## config.mk

```make
export PLATFORM = sky130hd
export DESIGN_NAME = decode_dispatch_ctrl
export DESIGN_NICKNAME = d
export VERILOG_FILES = /design/src/rtl/decode_dispatch_ctrl.sv
export SDC_FILE = /design/constraint.sdc
export NUM_CORES = 1
export LEC_CHECK = 0
export CAP_MARGIN = 10
export CORE_ASPECT_RATIO = 1.2
export CORE_MARGIN = 1
export CORE_UTILIZATION = 40
export CTS_CLUSTER_DIAMETER = 150
export DETAILED_ROUTE_END_ITERATION = 7
export GPL_TIMING_DRIVEN = 0
export PLACE_DENSITY = 0.69
export SYNTH_ARGS = -nofsm -noshare
export SYNTH_HDL_FRONTEND = slang
export SYNTH_SLANG_ARGS = --single-unit
```

## constraint.sdc

```tcl
create_clock -name clk -period 3.7 [get_ports clk]
set_clock_uncertainty 0.1 [all_clocks]
set_input_delay 0.74 -clock clk [delete_from_list [all_inputs] [get_ports clk]]
set_output_delay 0.74 -clock clk [all_outputs]
set_load 0.05 [all_outputs]
```

## src/rtl/decode_dispatch_ctrl.sv

```systemverilog
// Instruction buffer and dispatch sequencer feeding the combinational decoder and rename.
// Define DECODE_DISPATCH_PERF_EN to add saturating dispatch / jump-wait stall counters.
module decode_dispatch_ctrl #(
    parameter int  DEPTH = 4,
    localparam int CW    = $clog2(DEPTH + 1)
) (
    input  logic          clk,
    input  logic          reset,
    input  logic          if_valid_i,
    output logic          if_ready_o,
    input  logic [31:0]   if_inst_i,
    input  logic [31:0]   if_pc_i,
    output logic [31:0]   dec_inst_o,
    output logic [31:0]   dec_pc_o,
    input  logic          dec_jump_i,
    output logic          dec_valid_o,
    input  logic          ren_ready_i,
    input  logic          jump_resolved_i,
    input  logic          flush_i,
    output logic [CW-1:0] count_o
`ifdef DECODE_DISPATCH_PERF_EN
    ,
    output logic [31:0]   perf_dispatch_o,
    output logic [31:0]   perf_jwait_stall_o
`endif
);

    localparam int          AW  = (DEPTH > 1) ? $clog2(DEPTH) : 1;
    localparam logic [31:0] NOP = 32'h00000013;

    typedef enum logic {
        RUN   = 1'b0,
        JWAIT = 1'b1
    } state_t;

    state_t        state_reg;
    logic [AW-1:0] wr_ptr_reg;
    logic [AW-1:0] rd_ptr_reg;
    logic [CW-1:0] count_reg;
    logic [31:0]   inst_mem [DEPTH];
    logic [31:0]   pc_mem   [DEPTH];

    logic empty;
    logic full;
    logic enq;
    logic deq;

    assign empty       = (count_reg == '0);
    assign full        = (count_reg == CW'(DEPTH));
    assign if_ready_o  = !full;
    assign enq         = if_valid_i && !full && !flush_i;
    assign dec_valid_o = !empty && (state_reg == RUN) && !flush_i;
    assign deq         = dec_valid_o && ren_ready_i;
    assign count_o     = count_reg;

    // Head is read asynchronously so an entry is visible the cycle after it is written.
    assign dec_inst_o = empty ? NOP   : inst_mem[rd_ptr_reg];
    assign dec_pc_o   = empty ? 32'd0 : pc_mem[rd_ptr_reg];

    always_ff @(posedge clk) begin
        if (enq) begin
            inst_mem[wr_ptr_reg] <= if_inst_i;
            pc_mem[wr_ptr_reg]   <= if_pc_i;
        end
    end

    always_ff @(posedge clk) begin
        if (reset || flush_i) begin
            wr_ptr_reg <= '0;
            rd_ptr_reg <= '0;
            count_reg  <= '0;
            state_reg  <= RUN;
        end else begin
            if (enq) begin
                wr_ptr_reg <= wr_ptr_reg + AW'(1);
            end
            if (deq) begin
                rd_ptr_reg <= rd_ptr_reg + AW'(1);
            end
            case ({enq, deq})
                2'b10:   count_reg <= count_reg + CW'(1);
                2'b01:   count_reg <= count_reg - CW'(1);
                default: count_reg <= count_reg;
            endcase
            case (state_reg)
                RUN: begin
                    if (deq && dec_jump_i) begin
                        state_reg <= JWAIT;
                    end
                end
                JWAIT: begin
                    if (jump_resolved_i) begin
                        state_reg <= RUN;
                    end
                end
                default: state_reg <= RUN;
            endcase
        end
    end

`ifdef DECODE_DISPATCH_PERF_EN
    logic [31:0] perf_dispatch_reg;
    logic [31:0] perf_jwait_stall_reg;

    // Counters survive flush and stick at all-ones instead of wrapping.
    always_ff @(posedge clk) begin
        if (reset) begin
            perf_dispatch_reg    <= '0;
            perf_jwait_stall_reg <= '0;
        end else begin
            if (deq && (perf_dispatch_reg != '1)) begin
                perf_dispatch_reg <= perf_dispatch_reg + 32'd1;
            end
            if ((state_reg == JWAIT) && !empty && (perf_jwait_stall_reg != '1)) begin
                perf_jwait_stall_reg <= perf_jwait_stall_reg + 32'd1;
            end
        end
    end

    assign perf_dispatch_o    = perf_dispatch_reg;
    assign perf_jwait_stall_o = perf_jwait_stall_reg;
`endif

endmodule

```

==> results.toml <==
[outcome]
run_status = "finished clean"

[timing]
rsz0062_at_grt = "no"
setup_viol = 0
fin_crit_sh_pct = 96.12
worstMarginPinSlew_ps = 576.9
slew_violations = 0
post-route-min-period_ps = 3557
max_freq_mhz = 281.2
maxSlewHeadroom_pct = 61.42
hold_viol_final = 0

[synth]
synth.area.top_cells = "edfxtp_1 75%, mux4_2 14%, nor2b_1 3.4%"
seq_area_frac_synth_pct = 77.13
synth_area_sq_um = 10230
syn_inst = 469
avgSynthCellArea_sq_um = 21.80
mappedNetlistNets = 546
ys_ff_latch = 266
synth.distinct_cells = 29
yosys_warnings = 0
synth_top_area_share_pct = 75.17
yosysTopAreaCell = "edfxtp_1"

[floorplan]
core_sq_um = 24910
rows = 63
chipHeight_microns = 177.2
initial_core_util_pct = 41.05
io_pins = 140
die_area_sq_um = 26210
die_x_microns = 148.0

[final_layout]
ff_latch_area_sq_um = 7888
drive_gt1_share_pct = 20.00
nets = 717
mostFrequentLayoutCells = "256 x edfxtp_1, 133 x clkdlybuf4s50_1, 64 x mux4_2"
fill_cells = 2029
syn_to_final_growth_pct = 27.44
final_util_pct = 52.32
multi_input_area_sq_um = 2167
layout_commonest_cell = "edfxtp_1"
final_area_sq_um = 13030

[clock_network]
cts-root-buf = "clkbuf_16"
hold_buffers = 0
clk_pin_slew_ps = 60
cts_tree = "done"
clock_sinks = 266
clock_latency_ps = 510
cts_buffers = 26
ctsHtreeMaxLevel = 1
clk_path_buf_depth = 3

[power_and_ir_drop]
p_sw_mw = 1.259
p_int_mw = 5.071
switching_share_pct = 19.89
power.leakage_nw = 4.185
p_per_area_nw_per_um2 = 485.7
clockPowerShare_pct = 41.1
ir_drop_v = 0.0003839
p_seq_share_pct = 53.1
comb_power_share_pct = 5.8

[placed_design]
port_buffers = 139
hpwlAfterDp_microns = 12320
globalplace.congestion = 0.7348
placed_cell_area_sq_um = 12140

[worst_setup_path]
arrival_ps = 2720
critPathKind = "reg2out"
startpoint_type = "flop"
path_max_fanout = 10
worstPathRequired_ps = 2860
end_kind = "output pin"

[global_route]
grt_max_degree = 55
grt_pass1_vias = 5364
grt_usage_pct = 15.16
antenna_found_initial = 0
grt_remaining_overflow = 0
grt_first_pass_wirelength_microns = 29860

[run]
cap_violations = 0

[detailed_routing]
vias = 4945
routedWlPerCell_microns = 19.78
drt_pass1_iterations = 6
drtIter0Drc = 251
drc = 0
vias_per_cell = 5.015
drt-total-wl_microns = 19510
ant_nets = 0

[hold_path]
hold_class = "reg2reg"
critical path: stages (launching register included):
cell and delay [ps]:
dfxtp_1 310, clkbuf_2 290, buf_2 360, mux4_2 250, nor2b_1 170, clkdlybuf4s50_1 830
cell families after synthesis:
kind of cell / synth area share [%]
DFF: 77.13
and+or+nand+nor: 5.359
muxes: 14.10
buffers and inverters: 1.774
AOI/OAI and AO/OA: 0.6607
adders and majority gates: 0.8075
xor gates and xnor gates: 0.1713
power groups by stage:
stage,sequential [mW],combinational [mW],clock (mW)
after floorplan,3.43,0.178,0
after global placement,3.43,0.353,0
after detailed placement,3.43,0.369,0
after CTS,3.36,0.371,2.68
after global routing,3.36,0.388,2.78
final,3.36,0.364,2.60
per-layer routing:
metal  up-vias  global-route usage [%]  routed length [microns]  share of wire (%)
met1      2544                   17.94                     7579                 39
met2       137                   28.05                    10590                 54
met4         0                   3.479                      255                1.3
li1       2239                       -                        -                  -
met5         -                       0                        0                  0
met3        25                   3.170                     1083                5.6
worst paths after layout:
check | startpoint | endpoint | slack [ps] | cells past startpoint
setup reg to reg | count_o[2] | count_o[2] | 1120 | 9
setup / recovery | flop | dec_pc_o[30] | 140 | 5
hold / removal | rd_ptr_reg[1] | flop | 410 | 2
hold reg to reg | rd_ptr_reg[1] | flop | 410 | 2
what timing repair did:
item                                    in CTS  in global routing
resized for setup                            4                  6
setup buffers                                0                  0
endpoints found under the setup margin      25                  6
cell type report:
type,count,share of cell area [%]
Clock inverter,13,0.9121
Timing Repair Buffer,143,11.64
Clock buffer,35,5.732
Multi-Input combinational cell,172,16.63
Antenna cell,1,0.01920
Inverter,9,0.2592
Sequential cell,266,60.52
Tap cell,325,3.120
Buffer,22,1.171
synth_stat cells, drive strengths merged:
master,n
inv,9
and2b,5
edfxtp,256
nor2b,56
or2,5
buf,14
clkbuf,8
ha,5
and2,4
mux4,64
nor2,6
a41o,1
xor2,2
nor3,3
or3,1
fa,1
or3b,1
a21oi,5
o31ai,1
nor3b,1
or4,2
dfxtp,10
nand3,2
o21ai,5
nand2,2
through the flow:
step | setup slack [ps] | total power, mW | hold slack (ps) | setup TNS, ps | cells
finish | 143.4 | 6.330 | 409.3 | 0 | 986
global route | 4.790 | 6.533 | 440.9 | 0 | 985
CTS | 6.628 | 6.412 | 404.7 | 0 | 985
detailed placement | 379.0 | 3.796 | 395.6 | 0 | 937
global placement | -1321 | 3.781 | 376.4 | -332080 | 933
floorplan | 436.6 | 3.606 | 352.9 | 0 | 469
No activity file was read; power rests on OpenSTA's default activity.
